### src/rtl/motor_safety_interlock_pkg.sv
// Shared types and helpers for the motor safety interlock: FSM state encoding,
// angle/duty types and a saturating 12-bit absolute value.
package motor_safety_pkg;

  typedef enum logic [1:0] {
    ARMED = 2'd0,
    TRIP  = 2'd1,
    HOLD  = 2'd2,
    RAMP  = 2'd3
  } interlock_state_t;

  typedef logic signed [11:0] angle_t;
  typedef logic [11:0]        duty_t;

  localparam duty_t  DUTY_MAX  = '1;
  localparam angle_t ANGLE_MIN = 12'sh800;

  // -2048 has no positive 12-bit twin; clamp it to the largest magnitude.
  function automatic duty_t abs_sat(input angle_t a);
    if (a == ANGLE_MIN) return duty_t'(12'd2047);
    else if (a[11])     return duty_t'(-a);
    else                return duty_t'(a);
  endfunction

endpackage

### src/rtl/motor_safety_interlock_tick.sv
// Free-running millisecond strobe: one-cycle pulse every CLK_PER_MS clocks,
// cleared only by reset.
module ms_tick_gen #(
  parameter int unsigned CLK_PER_MS = 50000
) (
  input  logic c50m,
  input  logic rst_n,
  output logic ms_tick
);

  localparam int unsigned CW = (CLK_PER_MS > 1) ? $clog2(CLK_PER_MS) : 1;
  localparam logic [CW-1:0] LAST = CW'(CLK_PER_MS - 1);

  logic [CW-1:0] cnt_q, cnt_d;

  always_comb begin
    ms_tick = (cnt_q == LAST);
    cnt_d   = ms_tick ? '0 : cnt_q + 1'b1;
  end

  always_ff @(posedge c50m or negedge rst_n) begin
    if (!rst_n) cnt_q <= '0;
    else        cnt_q <= cnt_d;
  end

endmodule

### src/rtl/motor_safety_interlock.sv
// Final duty gate ahead of the PWM generator: zeroes drive on tilt or brake,
// re-qualifies for HOLD_MS of clean conditions, then soft-ramps back in.
module motor_safety_interlock
  import motor_safety_pkg::*;
#(
  parameter int unsigned CLK_PER_MS  = 50000,
  parameter int unsigned TRIP_ANGLE  = 450,
  parameter int unsigned CLEAR_ANGLE = 350,
  parameter int unsigned HOLD_MS     = 500,
  parameter int unsigned RAMP_STEP   = 16
) (
  input  logic        c50m,
  input  logic        rst_n,
  input  logic [11:0] MotorSignal,
  input  logic [11:0] ResolvedRoll,
  input  logic [11:0] ResolvedPitch,
  input  logic        Brake,
  output logic [11:0] MotorSignalSafety,
  output logic        TiltFault,
  output logic        BrakeFault,
  output logic [1:0]  InterlockState
);

  localparam int unsigned   HW        = $clog2(HOLD_MS + 1);
  localparam logic [HW-1:0] HOLD_LAST = HW'(HOLD_MS - 1);
  localparam duty_t         TRIP_TH   = duty_t'(TRIP_ANGLE);
  localparam duty_t         CLEAR_TH  = duty_t'(CLEAR_ANGLE);
  localparam logic [12:0]   STEP13    = 13'(RAMP_STEP);

  interlock_state_t state_q, state_d;
  duty_t            out_q, out_d;
  duty_t            ramp_q, ramp_d;
  logic [HW-1:0]    hold_q, hold_d;
  logic             tilt_f_q, tilt_f_d;
  logic             brake_f_q, brake_f_d;
  logic             brake_meta_q, brake_sync_q;

  logic        ms_tick;
  duty_t       roll_abs, pitch_abs;
  logic        tilt, clear, fault;
  logic [12:0] ramp_sum;

  ms_tick_gen #(.CLK_PER_MS(CLK_PER_MS)) u_tick (
    .c50m    (c50m),
    .rst_n   (rst_n),
    .ms_tick (ms_tick)
  );

  assign roll_abs  = abs_sat(angle_t'(ResolvedRoll));
  assign pitch_abs = abs_sat(angle_t'(ResolvedPitch));
  assign tilt      = (roll_abs > TRIP_TH) || (pitch_abs > TRIP_TH);
  assign clear     = (roll_abs < CLEAR_TH) && (pitch_abs < CLEAR_TH);
  assign fault     = tilt || brake_sync_q;
  assign ramp_sum  = {1'b0, ramp_q} + STEP13;

  always_comb begin
    state_d   = state_q;
    out_d     = '0;
    ramp_d    = ramp_q;
    hold_d    = hold_q;
    tilt_f_d  = 1'b0;
    brake_f_d = 1'b0;
    case (state_q)
      ARMED: out_d = MotorSignal;
      TRIP: begin
        if (clear && !brake_sync_q) begin
          state_d = HOLD;
          hold_d  = '0;
        end
      end
      HOLD: begin
        if (!clear) hold_d = '0;
        else if (ms_tick) begin
          if (hold_q == HOLD_LAST) begin
            state_d = RAMP;
            ramp_d  = '0;
          end else begin
            hold_d = hold_q + 1'b1;
          end
        end
      end
      RAMP: begin
        if (ramp_q >= MotorSignal) begin
          state_d = ARMED;
          out_d   = MotorSignal;
        end else begin
          out_d = ramp_q;
          if (ms_tick) ramp_d = ramp_sum[12] ? DUTY_MAX : ramp_sum[11:0];
        end
      end
      default: state_d = TRIP;
    endcase
    // A live fault overrides every state's decision; in TRIP this also keeps the flags live.
    if (fault) begin
      state_d   = TRIP;
      out_d     = '0;
      tilt_f_d  = tilt;
      brake_f_d = brake_sync_q;
    end
  end

  always_ff @(posedge c50m or negedge rst_n) begin
    if (!rst_n) begin
      state_q      <= TRIP;
      out_q        <= '0;
      ramp_q       <= '0;
      hold_q       <= '0;
      tilt_f_q     <= 1'b0;
      brake_f_q    <= 1'b0;
      brake_meta_q <= 1'b0;
      brake_sync_q <= 1'b0;
    end else begin
      state_q      <= state_d;
      out_q        <= out_d;
      ramp_q       <= ramp_d;
      hold_q       <= hold_d;
      tilt_f_q     <= tilt_f_d;
      brake_f_q    <= brake_f_d;
      brake_meta_q <= Brake;
      brake_sync_q <= brake_meta_q;
    end
  end

  assign MotorSignalSafety = out_q;
  assign TiltFault         = tilt_f_q;
  assign BrakeFault        = brake_f_q;
  assign InterlockState    = state_q;

endmodule

### config.mk
export PLATFORM = sky130hd
export DESIGN_NAME = motor_safety_interlock
export DESIGN_NICKNAME = d
export VERILOG_FILES = /design/src/rtl/motor_safety_interlock_pkg.sv /design/src/rtl/motor_safety_interlock_tick.sv /design/src/rtl/motor_safety_interlock.sv
export SDC_FILE = /design/constraint.sdc
export NUM_CORES = 1
export LEC_CHECK = 0
export ABC_AREA = 1
export CORE_MARGIN = 5
export CORE_UTILIZATION = 40
export CTS_BUF_LIST = sky130_fd_sc_hd__clkbuf_8
export DETAILED_ROUTE_END_ITERATION = 10
export HOLD_SLACK_MARGIN = 0.15
export SLEW_MARGIN = 0
export SYNTH_ARGS = -nofsm -noshare
export SYNTH_HDL_FRONTEND = slang
export SYNTH_SLANG_ARGS = --single-unit
### constraint.sdc
create_clock -name c50m -period 2.7 [get_ports c50m]
set_clock_uncertainty 0.15 [all_clocks]
set_input_delay 0.54 -clock c50m [delete_from_list [all_inputs] [get_ports c50m]]
set_output_delay 0.54 -clock c50m [all_outputs]
set_load 0.02 [all_outputs]
Yosys cells after proc, flatten, opt, wreduce, memory -nomap -nowiden

Index checks and enable logic that the tools add are counted.

Flip-flop bits (word level): 55
Latch bits: 0
Memory bits (writable): 0
Bits in read-only memories: 0
Word-level logic and storage cells: 80
Memories kept: 0

Add/subtract/negate cells: 5
Multipliers: 0
Div/mod/pow operators: 0
Magnitude comparators: 5
Eq/ne operators: 20
Shift operators: 0
Mux-type cells: 29
Bitwise logic cells: 0
Reductions and logical operators: 12

Operators with widths:

| operator              | count |
|---|---|
| $mux 12               | 12 |
| $pmux 12 s2           | 2 |
| $mux 9                | 4 |
| $eq 12x12->1 const B  | 2 |
| $gt 12x9->1 const B   | 2 |
| $lt 12x9->1 const B   | 2 |
| $neg 12->12           | 2 |
| $ne 3x3->1 const B    | 7 |
| $pmux 9 s2            | 1 |
| $add 16x1->16 const B | 1 |
| $eq 16x16->1 const B  | 1 |
| $mux 16               | 1 |
| $add 12x5->13 const B | 1 |
| $ge 12x12->1          | 1 |
| $mux 2                | 6 |
| $ne 2x2->1 const B    | 6 |
| $reduce_and 6->1      | 2 |
| $add 9x1->9 const B   | 1 |
| $eq 9x9->1 const B    | 1 |
| $pmux 2 s3            | 1 |
| $eq 2x2->1 const B    | 2 |
| $reduce_and 4->1      | 1 |
| $reduce_bool 2->1     | 2 |
| $reduce_bool 4->1     | 1 |
| 6 further kinds       | 9 |

Depth between registers and ports, before layout

Depth in word-level cells: 9
Mapped depth: 19
Mapped depth without buffers: 19

Modules after synthesis

A second synthesis with hierarchy kept.

Cell total of the unflattened synthesis: 568
Area total of the unflattened synthesis: 3872.5 sq um

By module, submodules not included:

| module                 | times used | cells an instance | area each (sq um) |
|---|---|---|---|
| motor_safety_interlock | 1          | 447               | 2995.4 |
| ms_tick_gen            | 1          | 121               | 877.1 |

Least setup slack after synthesis

Ideal clock, no wire load.

Path kind: input-to-reg
Start point: in ResolvedRoll[0]
End point: reg hold_q[2]
Arrival time: 2.087 ns
Data required time: 2.433 ns
Path slack: 0.346 ns
Cell stages on the path: 15
Buffers on the path: 0
Cells stage by stage: inv_1 > ha_1 > nand2_2 > o21ai_2 > nand3_1 > nand2_1 > inv_2 > nor2_2 > nand2_2 > nor2_4 > nand2_4 > o22ai_4 > nand2_4 > nand2_1 > nand2_1

Longest elaborated chain between the ends: 8
Elaborated cells between the ends (all ways): 13

RTL lines:

| item                              | RTL line                         | RTL |
|---|---|---|
| start, declared                   | motor_safety_interlock.sv:15     | `input logic [11:0] ResolvedRoll,` |
| $neg 12->12                       | motor_safety_interlock_pkg.sv:21 | `else if (a[11]) return duty_t'(-a);` |
| $mux 12                           | motor_safety_interlock_pkg.sv:21 |  |
| $mux 12 *                         | motor_safety_interlock_pkg.sv:20 | `if (a == ANGLE_MIN) return duty_t'(12'd2047);` |
| $lt 12x9->1 *                     | motor_safety_interlock.sv:52     | `assign clear = (roll_abs < CLEAR_TH) && (pitch_abs < CLEAR_TH);` |
| $logic_and 1x1->1 *               | motor_safety_interlock.sv:52     |  |
| $logic_and 1x1->1                 | motor_safety_interlock.sv:66     | `if (clear && !brake_sync_q) begin` |
| $ne 2x2->1 (no source line)       | --                               |  |
| $reduce_and 4->1 (no source line) | --                               |  |
| end signal, assigned              | motor_safety_interlock.sv:116    | `hold_q <= hold_d;` |
| end, declared                     | motor_safety_interlock.sv:33     | `logic [HW-1:0] hold_q, hold_d;` |

Mark *: on every way between the ends. The rest lies on a longest branch, timed or not.
A chain may end at the register's enable or synchronous reset.

Final worst setup path

Start point: in ResolvedRoll[7]
End point: reg hold_q[1]

The elaborated chain is that of the path after synthesis.

==> results.yml <==
power:
  p_switching_mw: 0.407
  clockPowerShare_pct: 35.2
  total_power_mw: 1.67
  intPower_mw: 1.26
  swShare_pct: 24.5
  pwr-share-seq_pct: 47.4
  ir_drop_uv: 212
  pwr-share-comb_pct: 17.4
  p_leak_nw: 2.70
  pwr_density_cell_nw_per_um2: 316
timing:
  min_period_ps: 2570
  period_share_pct: 95.3
  layout_setup_ws_ps: 126
  finalSetupViolCount: 0
  fmax_mhz: 389
  worst_slew_pin_slew_ps: 479
  fin_setup_tns_ps: 0
  hold_viol: 0
  max-slew-margin-rel_pct: 67.8
  slew_viol_final: 0
setup_path:
  endpoint_kind: "flop"
  worstSetupPathType: "in -> reg"
  worstPathRequired_ps: 2800
  regToRegSetupSlack_ps: 450
  crit_path_start_kind: "input port"
  reg2regPathDepth: 10
  r2r-end: "ramp_q[6]"
  r2r_start: "ramp_q[2]"
  worstPathArrival_ps: 2680
  cp_max_fo: 6
global_route:
  grt_use_met3_pct: 2.49
  overflow: 0
  busiest_layer: "met2"
  grt_start_max_net_pins: 21
  grt_use_total_pct: 16.0
  grt_use_met1_pct: 22.2
  grt_pass1_vias: 3544
  grt_pass1_wl_um: 15500
  grt_use_met2_pct: 26.2
  antenna_found_initial: 0
clock_tree:
  htreeDepth: 2
  clk_latency_ps: 310
  clock-root-buffer: "clkbuf_8"
  cts_max_path_buffers: 2
  clk_pin_slew_ps: 100
  cts_buffers: 5
  cts_tree: "built"
  cts_num_sinks: 52
drt:
  viasPerCell: 4.76
  wirelength_um: 9360
  drt_iter0_markers: 108
  vias: 3814
  dr.pass1.iters: 4
  wl_per_cell_um: 11.7
  drt_drc_violations_left: 0
  ant_nets: 0
logic_synthesis:
  yosys.area.top_type_share_pct: 32.8
  syn_area_per_cell_um2: 7.03
  synth-edff-count: 0
  syn-num-nets: 614
  syn_area_um2: 3890
  yosysWarnings: 0
  postSynthCellCount: 554
  synthArstFlopShare_pct: 100
  ys.flop_type: "dfrtp_1"
  synth.top_cells.by_area: "dfrtp_1, nand2_1, nor2_1, ha_1, inv_1"
  synthTopCellsByCount: "nand2_1, nor2_1, inv_1"
  ys_types: 42
  ys_ff_latch: 52
  synth.largest_area_cell: "dfrtp_1"
  yosysSeqAreaShare_pct: 33.5
  post-synth-top-count-cell: "nand2_1"
flow_run:
  cap_violations: 0
die:
  core-area_um2: 9640
  die-area_um2: 11800
  io_pins: 55
  die_w_um: 109
  rows: 36
  die_y_um: 109
  initial_core_util_pct: 40.4
min_path:
  holdPathEnd: "brake_sync_q"
  hold_path_depth: 0
  hp-class: "reg -> reg"
  min-delay-start: "brake_meta_q"
cells_and_area:
  n_antenna_cell: 0
  syn_to_final_growth_pct: 35.4
  layout.nets: 728
  drive_above_1_share_pct: 19.4
place:
  gp_congestion: 0.861
  place_hpwl_um: 7350
  pre_cts_slack_ps: -283
  portBuffers: 54
run_status:
  status: "complete, no violations"
## timing repair
action,in CTS,in global routing
endpoints found under the setup margin,0,32
setup buffers,0,6
gates resized for setup,0,41
hold buffers,1,0
endpoints found under the hold margin,12,0
## worst max-delay path by stage
| stage | slack, ps | end | cells after the start | from |
|---|---|---|---|---|
| after floorplan | 350 | hold_q[2] | 15 | ResolvedRoll[0] |
| after global placement | -240 | hold_q[1] | 17 | ResolvedPitch[0] |
| after detailed placement | -280 | hold_q[1] | 17 | ResolvedPitch[0] |
| after CTS | 50 | hold_q[1] | 17 | ResolvedPitch[0] |
| after global routing | -20 | hold_q[1] | 17 | ResolvedRoll[0] |
| final | 130 | hold_q[1] | 15 | ResolvedRoll[7] |
## power by group through the flow
| stage | clock network [mW] | registers (mW) | logic [mW] |
|---|---|---|---|
| finish | 0.586 | 0.789 | 0.290 |
| global route | 0.632 | 0.790 | 0.326 |
| CTS | 0.603 | 0.789 | 0.274 |
| detailed placement | 0 | 0.804 | 0.272 |
| global placement | 0 | 0.805 | 0.267 |
| floorplan | 0 | 0.805 | 0.117 |
## metrics by stage
stage	instance area [µm²]	hold WS (ps)	instances	utilization (%)
floorplan	3890	94.4	554	-
global placement	4950	185	785	51.3
detailed placement	4950	186	785	51.3
CTS	5090	209	794	52.8
global route	5270	233	802	54.7
finish	5270	205	802	54.7
## flip-flops by register name, indices dropped and copies added (netlist names)
signal             cells
MotorSignalSafety     12
hold_q                 9
BrakeFault             1
brake_sync_q           1
brake_meta_q           1
ramp_q                 9
u_tick.cnt_q          16
InterlockState         2
TiltFault              1
## cell usage in the layout, fill, tap and decap left out, drive strengths merged
cell           count
nand4             11
o21a               2
or2                2
nor3               9
ha                21
clkinv             1
o21ai             28
clkbuf             7
dfrtp             51
xnor2              6
xor2              10
and2               1
dlymetal6s2s      13
o31ai              1
o22ai              1
a21o               1
buf               59
nand2            153
nor2              89
a22oi              8
dfstp              1
o211a              1
a31oi              3
nor4               2
nand3b             3
a21oi             21
o21bai             1
and3               2
clkdlybuf4s50     40
a211oi             1
inv               73
dlygate4sd3        1
nand3             45
bufinv             1
## layout make-up
class	instances	area, µm²
Clock inverter	1	30.0
Timing Repair Buffer	113	1040
Multi-Input combinational cell	422	2360
Sequential cell	52	1300
Inverter	74	278
Clock buffer	7	96.3
Tap cell	133	166
Fill cell	945	4370
## routing by layer
metal	up-vias	part of all wire, %
met3	13	2.5
met2	49	48
li1	2017	-
met4	0	1.3
met5	-	0
met1	1735	48
## worst max-delay path: stages
cell	delay [ps]
clkdlybuf4s50_1	440
nor2_2	150
nand2_2	110
o21ai_4	190
nand3_2	80
nand2_2	80
inv_2	40
nor2_2	100
nand2_2	80
nor2_4	140
nand2_4	100
o22ai_4	290
buf_6	150
nand3b_1	90
nand2_1	90
## cells by family after synthesis
logic type	after synthesis	synth area share (%)
simple gates	315	36.4
buf+inv	82	8.39
compound gates	68	11.4
flops	52	33.5
fa+ha+maj	21	6.75
xor+xnor	16	3.60
No activity file was read; power rests on OpenSTA's default activity.
